### config.mk
export PLATFORM = sky130hd
export DESIGN_NAME = gat_bram_loader
export DESIGN_NICKNAME = d
export VERILOG_FILES = /design/src/rtl/gat_bram_loader.sv
export SDC_FILE = /design/constraint.sdc
export NUM_CORES = 1
export LEC_CHECK = 0
export CORE_UTILIZATION = 40
export DETAILED_ROUTE_END_ITERATION = 6
export PLACE_DENSITY = 0.7
export SLEW_MARGIN = 20
export SYNTH_ARGS = -nofsm -noshare
export SYNTH_HDL_FRONTEND = slang
export SYNTH_SLANG_ARGS = --single-unit
export TNS_END_PERCENT = 100
### constraint.sdc
create_clock -name clk -period 2.75 [get_ports clk]
set_input_delay 0.4125 -clock clk [delete_from_list [all_inputs] [get_ports clk]]
set_output_delay 0.4125 -clock clk [all_outputs]
set_load 0.01 [all_outputs]
### src/rtl/gat_bram_loader.sv
// gat_bram_loader: takes a word stream and writes it into four BRAM regions
// in a fixed order (H data, node info, weights, subgraph index). Each accepted
// beat becomes one registered write strobe on the next cycle, at a byte address.
// Optional feature macro: GAT_LOADER_LEN_CHECK_EN. When it is defined, s_last
// ends a region early, and any region length mismatch sets the sticky load_err.
module gat_bram_loader #(
    parameter int TOP_WIDTH       = 32,
    parameter int H_DATA_DEPTH    = 242101,
    parameter int NODE_INFO_DEPTH = 13264,
    parameter int WEIGHT_DEPTH    = 22928,
    parameter int SUBGRAPH_DEPTH  = 13264,
    localparam int H_AW  = $clog2(H_DATA_DEPTH),
    localparam int NI_AW = $clog2(NODE_INFO_DEPTH),
    localparam int W_AW  = $clog2(WEIGHT_DEPTH),
    localparam int SG_AW = $clog2(SUBGRAPH_DEPTH)
) (
    input  logic                 clk,
    input  logic                 rst,
    input  logic                 start,
    input  logic [TOP_WIDTH-1:0] s_data,
    input  logic                 s_valid,
    input  logic                 s_last,
    output logic                 s_ready,
    output logic [TOP_WIDTH-1:0] h_data_bram_din,
    output logic                 h_data_bram_ena,
    output logic                 h_data_bram_wea,
    output logic [H_AW+1:0]      h_data_bram_addra,
    output logic [TOP_WIDTH-1:0] h_node_info_bram_din,
    output logic                 h_node_info_bram_ena,
    output logic                 h_node_info_bram_wea,
    output logic [NI_AW+1:0]     h_node_info_bram_addra,
    output logic [TOP_WIDTH-1:0] wgt_bram_din,
    output logic                 wgt_bram_ena,
    output logic                 wgt_bram_wea,
    output logic [W_AW+1:0]      wgt_bram_addra,
    output logic [TOP_WIDTH-1:0] subgraph_bram_din,
    output logic                 subgraph_bram_ena,
    output logic                 subgraph_bram_wea,
    output logic [SG_AW+1:0]     subgraph_bram_addra,
    output logic                 h_data_bram_load_done,
    output logic                 h_node_info_bram_load_done,
    output logic                 wgt_bram_load_done,
    output logic                 subgraph_bram_load_done,
    output logic                 busy,
    output logic                 load_err
);

    typedef enum logic [2:0] {IDLE, LOAD_H, LOAD_NI, LOAD_W, LOAD_SG, DONE} state_t;

    // One shared word counter, wide enough for the largest region.
    localparam int IDX_W_HN = (H_AW > NI_AW) ? H_AW : NI_AW;
    localparam int IDX_W_WS = (W_AW > SG_AW) ? W_AW : SG_AW;
    localparam int IDX_W    = (IDX_W_HN > IDX_W_WS) ? IDX_W_HN : IDX_W_WS;

    localparam logic [IDX_W-1:0] H_LAST  = IDX_W'(H_DATA_DEPTH - 1);
    localparam logic [IDX_W-1:0] NI_LAST = IDX_W'(NODE_INFO_DEPTH - 1);
    localparam logic [IDX_W-1:0] W_LAST  = IDX_W'(WEIGHT_DEPTH - 1);
    localparam logic [IDX_W-1:0] SG_LAST = IDX_W'(SUBGRAPH_DEPTH - 1);

    state_t               state_q, state_d, next_region;
    logic [IDX_W-1:0]     idx_q, idx_d, last_idx;
    logic                 s_ready_q, s_ready_d;
    logic                 busy_q, busy_d;
    logic                 err_q, err_d;
    logic [3:0]           wr_q, wr_d;     // write strobe per region {sg, w, ni, h}
    logic [3:0]           fin_q, fin_d;   // that strobe is the region's final write
    logic [3:0]           done_q, done_d;
    logic [TOP_WIDTH-1:0] h_din_q, h_din_d, ni_din_q, ni_din_d;
    logic [TOP_WIDTH-1:0] w_din_q, w_din_d, sg_din_q, sg_din_d;
    logic [H_AW+1:0]      h_addr_q, h_addr_d;
    logic [NI_AW+1:0]     ni_addr_q, ni_addr_d;
    logic [W_AW+1:0]      w_addr_q, w_addr_d;
    logic [SG_AW+1:0]     sg_addr_q, sg_addr_d;
    logic                 accept, at_last, end_region;

`ifndef GAT_LOADER_LEN_CHECK_EN
    // Count-only termination: s_last has no meaning here.
    logic unused_s_last;
    assign unused_s_last = s_last;
`endif

    // Next-state, write-port and flag computation for the load sequence.
    always_comb begin
        // NOTE: every signal gets its default first, so no path can infer a latch.
        state_d     = state_q;
        idx_d       = idx_q;
        err_d       = err_q;
        wr_d        = '0;
        fin_d       = '0;
        done_d      = done_q | fin_q;
        h_din_d     = h_din_q;
        ni_din_d    = ni_din_q;
        w_din_d     = w_din_q;
        sg_din_d    = sg_din_q;
        h_addr_d    = h_addr_q;
        ni_addr_d   = ni_addr_q;
        w_addr_d    = w_addr_q;
        sg_addr_d   = sg_addr_q;
        last_idx    = '0;
        next_region = DONE;
        accept      = s_valid && s_ready_q;

        case (state_q)
            LOAD_H:  begin last_idx = H_LAST;  next_region = LOAD_NI; end
            LOAD_NI: begin last_idx = NI_LAST; next_region = LOAD_W;  end
            LOAD_W:  begin last_idx = W_LAST;  next_region = LOAD_SG; end
            LOAD_SG: begin last_idx = SG_LAST; next_region = DONE;    end
            default: ;
        endcase

        at_last = (idx_q == last_idx);
`ifdef GAT_LOADER_LEN_CHECK_EN
        end_region = at_last || s_last;
`else
        end_region = at_last;
`endif

        case (state_q)
            IDLE, DONE: begin
                if (start) begin
                    state_d = LOAD_H;
                    idx_d   = '0;
                    done_d  = '0;
                    err_d   = 1'b0;
                end
            end
            LOAD_H: if (accept) begin
                wr_d[0]  = 1'b1;
                h_din_d  = s_data;
                h_addr_d = {idx_q[H_AW-1:0], 2'b00};
            end
            LOAD_NI: if (accept) begin
                wr_d[1]   = 1'b1;
                ni_din_d  = s_data;
                ni_addr_d = {idx_q[NI_AW-1:0], 2'b00};
            end
            LOAD_W: if (accept) begin
                wr_d[2]  = 1'b1;
                w_din_d  = s_data;
                w_addr_d = {idx_q[W_AW-1:0], 2'b00};
            end
            LOAD_SG: if (accept) begin
                wr_d[3]   = 1'b1;
                sg_din_d  = s_data;
                sg_addr_d = {idx_q[SG_AW-1:0], 2'b00};
            end
            default: state_d = IDLE;
        endcase

        // accept is only possible in a LOAD_* state, where s_ready is high.
        if (accept) begin
            if (end_region) begin
                state_d = next_region;
                idx_d   = '0;
                fin_d   = wr_d;
            end else begin
                idx_d = idx_q + IDX_W'(1);
            end
`ifdef GAT_LOADER_LEN_CHECK_EN
            if (at_last != s_last) begin
                err_d = 1'b1;
            end
`endif
        end

        s_ready_d = (state_d == LOAD_H) || (state_d == LOAD_NI) ||
                    (state_d == LOAD_W) || (state_d == LOAD_SG);
        busy_d    = s_ready_d;
    end

    // State and registered outputs, synchronous reset clears everything.
    always_ff @(posedge clk) begin
        if (rst) begin
            state_q   <= IDLE;
            idx_q     <= '0;
            s_ready_q <= 1'b0;
            busy_q    <= 1'b0;
            err_q     <= 1'b0;
            wr_q      <= '0;
            fin_q     <= '0;
            done_q    <= '0;
            h_din_q   <= '0;
            ni_din_q  <= '0;
            w_din_q   <= '0;
            sg_din_q  <= '0;
            h_addr_q  <= '0;
            ni_addr_q <= '0;
            w_addr_q  <= '0;
            sg_addr_q <= '0;
        end else begin
            // NOTE: non-blocking so every flop samples the pre-edge values.
            state_q   <= state_d;
            idx_q     <= idx_d;
            s_ready_q <= s_ready_d;
            busy_q    <= busy_d;
            err_q     <= err_d;
            wr_q      <= wr_d;
            fin_q     <= fin_d;
            done_q    <= done_d;
            h_din_q   <= h_din_d;
            ni_din_q  <= ni_din_d;
            w_din_q   <= w_din_d;
            sg_din_q  <= sg_din_d;
            h_addr_q  <= h_addr_d;
            ni_addr_q <= ni_addr_d;
            w_addr_q  <= w_addr_d;
            sg_addr_q <= sg_addr_d;
        end
    end

    assign s_ready                    = s_ready_q;
    assign busy                       = busy_q;
    assign load_err                   = err_q;
    assign h_data_bram_din            = h_din_q;
    assign h_data_bram_ena            = wr_q[0];
    assign h_data_bram_wea            = wr_q[0];
    assign h_data_bram_addra          = h_addr_q;
    assign h_node_info_bram_din       = ni_din_q;
    assign h_node_info_bram_ena       = wr_q[1];
    assign h_node_info_bram_wea       = wr_q[1];
    assign h_node_info_bram_addra     = ni_addr_q;
    assign wgt_bram_din               = w_din_q;
    assign wgt_bram_ena               = wr_q[2];
    assign wgt_bram_wea               = wr_q[2];
    assign wgt_bram_addra             = w_addr_q;
    assign subgraph_bram_din          = sg_din_q;
    assign subgraph_bram_ena          = wr_q[3];
    assign subgraph_bram_wea          = wr_q[3];
    assign subgraph_bram_addra        = sg_addr_q;
    assign h_data_bram_load_done      = done_q[0];
    assign h_node_info_bram_load_done = done_q[1];
    assign wgt_bram_load_done         = done_q[2];
    assign subgraph_bram_load_done    = done_q[3];

endmodule

==> impl_metrics.json, run 1 <==
{
  "layout.nets": 1320,
  "met2_length_um": 12200,
  "drc": 0,
  "crit_arrival_ps": 3060,
  "first_pass_grt_wire_length_um": 40200,
  "synth.largest_area_cell": "sky130_fd_sc_hd__dfxtp_1",
  "cp_slowest_stage_delay_ps": 460,
  "die_height_um": 146,
  "timing.critical_path.required_ps": 3160,
  "insertedDiodeCount": 0,
  "post_drt_wl_per_cell_um": 16.6,
  "fillerInstances": 1818,
  "crit_path_cell_trace": "or3b_1 > or3_1 > a222oi_1 > buf_4 > buf_4 > a311oi_4 > buf_4 > a221o_1",
  "post-route-period-util_pct": 96.7,
  "detail_route.wirelength.met1_um": 10900,
  "ys.warnings.count": 0,
  "hold_class": "in2reg",
  "slew_headroom_pct": 61.6,
  "worst_setup_path_start_kind": "flop",
  "synth_top_cells_by_count": "399 x sky130_fd_sc_hd__nand2_1, 223 x sky130_fd_sc_hd__dfxtp_1, 196 x sky130_fd_sc_hd__a21oi_1, 86 x sky130_fd_sc_hd__clkbuf_1, 28 x sky130_fd_sc_hd__nor2_1",
  "floorplan.initialDensity_pct": 40.8,
  "synth_cell_types": 46,
  "placer_s_final_routability_congestion_estimate": 0.880,
  "timing_hold_violations_final": 0,
  "tritoncts_sinks": 223,
  "multi_input_comb_area_sq_um": 3450,
  "synth_compound_gate_area_share_pct": 15.5,
  "max_freq_ghz": 0.376,
  "power_density_nw_per_um2": 591,
  "via_density_per_instance": 5.04,
  "crit_path_end_kind": "flop",
  "place.detailed.hpwl_um": 17000,
  "synth-seq-cells": 223,
  "clock_latency_ps": 520,
  "worst_path_most_repeated_cell": "sky130_fd_sc_hd__buf_4",
  "irDropWorstVdd_mv": 0.540,
  "dr.max_layer_used": "met4",
  "route.vias.total": 7907,
  "report.power.total_mw": 7.02,
  "static-leakage-power_nw": 4.03,
  "synth_edf_count": 0,
  "synth_async_sr_flop_share_pct": 0,
  "antenna_left": 0,
  "share_of_layout_cells_above_drive_strength_1_pct": 7.31,
  "netlist.area_leader.share_pct": 53.9,
  "sum_of_negative_setup_slack_ps": 0,
  "globalRouteTotalUtil_pct": 23.5,
  "yosys-mux-area-fraction_pct": 0.121,
  "max_cap_viol_count": 0,
  "run_status": "completed",
  "yosys.area_share.xor_xnor_pct": 0.528,
  "synth_top_family_by_area": "simple AND/OR/NAND/NOR gates",
  "design.die.area_sq_um": 21300,
  "root_buffer_cell": "sky130_fd_sc_hd__clkbuf_16",
  "syn-cell-area_sq_um": 8290,
  "final_count_of_pins_violating_max_slew": 0,
  "synthCells": 1067,
  "gr_ovfl_total": 0,
  "met3_length_um": 2260,
  "tightest_slew_ps": 577,
  "cts.path.max_buffers": 3,
  "coreArea_sq_um": 20300,
  "post-synth-top-count-cell": "sky130_fd_sc_hd__nand2_1",
  "synth_top_flop_cell": "sky130_fd_sc_hd__dfxtp_1",
  "crit_slowest_cell": "sky130_fd_sc_hd__dfxtp_1",
  "timing_worst_setup_path_type": "reg2reg",
  "yosys.area_share.simple_pct": 24.2,
  "cts-hold-fix-buffers": 0,
  "tritoncts": "done",
  "number_of_antenna_violations_at_the_first_check_in_global_routing": 0,
  "drt-initial-drc-count": 487,
  "final_period_minus_worst_setup_slack_ps": 2660,
  "cts_inserted_buffers": 24,
  "syn-mean-instance-area_sq_um": 7.77,
  "synthAdderAreaFrac_pct": 0.151,
  "seq_area_sq_um": 4460,
  "drt_wl_total_um": 26000,
  "rows": 52,
  "synth.yosys.seq_area_share_pct": 53.9,
  "yosys-top-cells-area": "sky130_fd_sc_hd__dfxtp_1 54%, sky130_fd_sc_hd__nand2_1 18%, sky130_fd_sc_hd__a21oi_1 12%, sky130_fd_sc_hd__clkbuf_1 3.9%, sky130_fd_sc_hd__buf_4 1.3%",
  "fin_skew_ps": 6.99,
  "h-tree-depth": 1,
  "crit_path_max_fanout": 12,
  "placement.io_buffers": 238,
  "timing.final.setup_violations": 0,
  "drt_pass1_iterations": 5,
  "fin_hold_ws_ps": 304,
  "io_pins": 249,
  "worst_setup_hold_path_clk_slew_ps": 60,
  "area.growth.synth_to_final_pct": 43.3,
  "die-width_um": 146,
  "number_of_global_route_vias_before_repair": 7434,
  "grt_max_degree": 97
}
stage by stage:
step	utilization [%]	setup slack (ps)	instances	cell area [sq um]
2_1_floorplan	-	421	1075	8320
3_3_place_gp	54.1	97.7	1520	11000
3_5_place_dp	54.1	16.5	1520	11000
4_1_cts	58.2	2.57	1563	11800
5_1_grt	58.5	-5.64	1569	11900
6_report	58.5	91.9	1569	11900
power by group:
part           internal [mW]  total [mW]  switching (mW)
registers               3.25        3.27          0.0198
logic                  0.149       0.367           0.218
clock network           2.10        3.39            1.29
total                   5.50        7.02            1.53
final timing paths:
kind / from / to / slack [ps] / cells past startpoint
max: state_q[0] / idx_q[13] / 90 / 8
min: rst / wgt_bram_addra[10] / 300 / 2
max reg2reg: state_q[0] / idx_q[13] / 90 / 8
min reg2reg: fin_q[2] / done_q[2] / 430 / 1
logic make-up (layout without fill, tap and decap cells):
logic type / count (synthesis) / in the layout
AO/OA/AOI/OAI: 234 / 234
XOR/XNOR: 5 / 5
adder cells (fa/ha/maj): 1 / 1
buffers and inverters: 108 / 332
flip-flops: 223 / 223
multiplexers: 1 / 1
other: 1 / 9
AND/OR/NAND/NOR: 494 / 494
flip-flops by register name, summed over array words and instances, names as in the netlist, 4 cells and up:
name,cells
wgt_bram_addra,15
h_data_bram_addra,18
wr_q,4
h_data_bram_din,32
wgt_bram_din,32
h_node_info_bram_din,32
h_node_info_bram_addra,14
subgraph_bram_addra,14
fin_q,4
done_q,4
subgraph_bram_din,32
idx_q,18
cells in the final DEF (no fill, tap or decap), types with 6 or more instances in the layout:
master	Yosys	routed
sky130_fd_sc_hd__nand2_1	399	398
sky130_fd_sc_hd__clkdlybuf4s50_1	0	237
sky130_fd_sc_hd__dfxtp_1	223	223
sky130_fd_sc_hd__a21oi_1	196	196
sky130_fd_sc_hd__buf_4	14	41
sky130_fd_sc_hd__nor2_1	28	26
sky130_fd_sc_hd__clkbuf_16	0	24
sky130_fd_sc_hd__nand3_1	21	19
sky130_fd_sc_hd__conb_1	1	9
sky130_fd_sc_hd__clkbuf_1	86	8
sky130_fd_sc_hd__o21ai_0	7	7
sky130_fd_sc_hd__nand4_1	6	6
sky130_fd_sc_hd__inv_1	6	6
area by class of cell:
type | instances | share of cell area [%]
Timing Repair Buffer | 283 | 23.3
Multi-Input combinational cell | 744 | 29.0
Tap cell | 270 | 2.84
Clock buffer | 36 | 5.77
Clock inverter | 7 | 1.23
Sequential cell | 223 | 37.6
Inverter | 6 | 0.190
per-layer routing:
metal  GRT usage [%]  vias to the layer above
met4            6.53                        0
met2            39.7                      276
li1                -                     3902
met3            6.83                       44
met5               0                        -
met1            29.0                     3685
worst max-delay path: cells and delay by family, from the launching register on:
kind | cells | cell delay (ps)
compound gates | 3 | 760
buf+inv | 3 | 510
flops | 1 | 460
simple gates | 2 | 810
repair_timing:
action / in CTS / in global routing
buffers inserted: 0 / 6
endpoints found under the setup margin: 0 / 16
resized for setup: 0 / 2
No activity file was read; power rests on OpenSTA's default activity.
==> run 2, diff against run 1 <==
- CTS_CLUSTER_DIAMETER: default -> 40
==> impl_metrics.json, run 2 (synthesis gave the netlist of run 1 again) <==
{
  "crit_path_cell_trace": "or3b_1 > or3_1 > a222oi_1 > buf_4 > a311oi_4 > and3_1 > a221o_1",
  "die_height_um": 146,
  "globalRouteTotalUtil_pct": 23.8,
  "worst_path_dominant_cell_family": "simple AND/OR/NAND/NOR gates",
  "finish.cell_count_without_fillers": 1579,
  "via_density_per_instance": 5.03,
  "grt_max_degree": 97,
  "min_path_cells": 2,
  "placer_s_final_routability_congestion_estimate": 0.880,
  "timing.hold.worst.start": "rst",
  "timing_hold_violations_final": 0,
  "antenna_left": 0,
  "floorplan.initialDensity_pct": 40.8,
  "tritoncts_sinks": 223,
  "crit_slowest_cell": "sky130_fd_sc_hd__or3b_1",
  "most-common-layout-cells": "398 x sky130_fd_sc_hd__nand2_1, 237 x sky130_fd_sc_hd__clkdlybuf4s50_1, 222 x sky130_fd_sc_hd__dfxtp_1, 196 x sky130_fd_sc_hd__a21oi_1, 37 x sky130_fd_sc_hd__buf_4",
  "power_density_nw_per_um2": 640,
  "sum_of_negative_setup_slack_ps": 0,
  "drt_pass1_iterations": 5,
  "r2r_cells": 7,
  "crit_path_max_fanout": 15,
  "design.die.area_sq_um": 21300,
  "root_buffer_cell": "sky130_fd_sc_hd__clkbuf_16",
  "worst_r2r_src": "state_q[1]",
  "path_buf_inv": 1,
  "clock_power_share_pct": 53.0,
  "rows": 52,
  "drt_wl_total_um": 26400,
  "number_of_antenna_violations_at_the_first_check_in_global_routing": 0,
  "rrSetupSlack_ps": 80,
  "io_pins": 249,
  "fin_skew_ps": 11.8,
  "first_pass_grt_wire_length_um": 40800,
  "reg2reg_to": "idx_q[6]",
  "slew_headroom_pct": 54.0,
  "die-width_um": 146,
  "hold_class": "in2reg",
  "dpl.cell_count": 1520,
  "share_of_layout_cells_above_drive_strength_1_pct": 8.33,
  "max_cap_viol_count": 0,
  "switching_share_pct": 23.2,
  "max_freq_ghz": 0.375,
  "gr_ovfl_total": 0,
  "clock_latency_ps": 540,
  "placement.io_buffers": 238,
  "area.growth.synth_to_final_pct": 45.9,
  "hold-path-endpoint": "wgt_bram_addra[10]",
  "cp_slowest_stage_delay_ps": 420,
  "number_of_global_route_vias_before_repair": 7568,
  "drt-initial-drc-count": 423,
  "worst_setup_path_start_kind": "flop",
  "cts_inserted_buffers": 31,
  "tritoncts": "done",
  "post_drt_wl_per_cell_um": 16.7,
  "run_status": "completed",
  "final_count_of_pins_violating_max_slew": 0,
  "timing.critical_path.required_ps": 3170,
  "route.vias.total": 7941,
  "layout.nets": 1323,
  "h-tree-depth": 1,
  "coreArea_sq_um": 20300,
  "finish.utilization_pct": 59.6,
  "fillerInstances": 1804,
  "comb_power_share_pct": 4.7,
  "post-route-period-util_pct": 97.1,
  "seqPwrFrac_pct": 42.3,
  "insertedDiodeCount": 0,
  "crit_arrival_ps": 3090,
  "crit_path_end_kind": "flop",
  "tightest_slew_ps": 690,
  "worst_setup_hold_path_clk_slew_ps": 60,
  "drc": 0,
  "irDropWorstVdd_mv": 0.608,
  "timing.final.setup_violations": 0,
  "final_period_minus_worst_setup_slack_ps": 2670,
  "switching_power_mw": 1.80,
  "place.detailed.hpwl_um": 17000,
  "intPower_mw": 5.94,
  "cts.path.max_buffers": 3,
  "mostFrequentLayoutCell": "sky130_fd_sc_hd__nand2_1",
  "timing_worst_setup_path_type": "reg2reg",
  "static-leakage-power_nw": 4.13
}
[run 2: cell types whose count changed in the layout (fill, tap and decap cells not counted), moves of 3 or more]
cell                         change
sky130_fd_sc_hd__clkbuf_1        -4
sky130_fd_sc_hd__buf_4           -4
sky130_fd_sc_hd__inv_8           +4
sky130_fd_sc_hd__clkbuf_16       +7
sky130_fd_sc_hd__clkinvlp_4      +3
sky130_fd_sc_hd__inv_6           +4
[run 2: worst max path at each step]
stage / startpoint / to / slack, ps / cells past startpoint
after floorplan: state_q[0] / state_q[1] / 420 / 7
after detailed placement: state_q[0] / idx_q[6] / 20 / 6
final: state_q[1] / idx_q[6] / 80 / 7
after global routing: state_q[1] / idx_q[6] / -20 / 7
after CTS: state_q[0] / idx_q[6] / -0.4 / 6
after global placement: state_q[0] / idx_q[6] / 100 / 6
[run 2: metal layers]
metal / share of wire [%] / track usage [%] / vias to the layer above
met3: 9.3 / 6.80 / 46
met4: 2.2 / 6.84 / 0
met1: 41 / 28.9 / 3673
met2: 47 / 41.0 / 308
li1: - / - / 3914
met5: 0 / 0 / -
[run 2: final cells by class]
type	instances	area, sq um	share of cell area [%]
Tap cell	270	338	2.79
Sequential cell	223	4470	36.9
Timing Repair Buffer	279	2740	22.7
Inverter	6	22.5	0.186
Clock inverter	20	259	2.14
Clock buffer	37	818	6.77
Multi-Input combinational cell	744	3440	28.5
[run 2: metrics by stage]
step | total power [mW] | hold slack, ps | instance area [sq um] | setup WS, ps
final | 7.74 | 288 | 12100 | 80.2
after floorplan | 3.52 | 418 | 8320 | 421
after CTS | 7.79 | 275 | 12100 | -0.432
after global placement | 3.69 | 420 | 11000 | 97.7
after detailed placement | 3.69 | 428 | 11000 | 16.5
after global routing | 7.97 | 306 | 12100 | -23.1
[run 2: power by group through the flow]
stage | combinational, mW | sequential [mW] | clock (mW)
final | 0.363 | 3.27 | 4.11
after floorplan | 0.175 | 3.34 | 0
after detailed placement | 0.347 | 3.34 | 0
after global routing | 0.389 | 3.27 | 4.30
after CTS | 0.349 | 3.27 | 4.17
after global placement | 0.346 | 3.34 | 0
[run 2: what timing repair did]
action                                  CTS  global route
gates resized for setup                   0             2
hold buffers                              0             0
setup buffers                             0             2
endpoints found under the setup margin    1            15
pin swaps                                 0             1
==> run 3, diff against run 2 <==
- SLEW_MARGIN: 20 -> 10
==> results of run 3 <==
Final layout, timing and power as in run 2 (identical DEF).
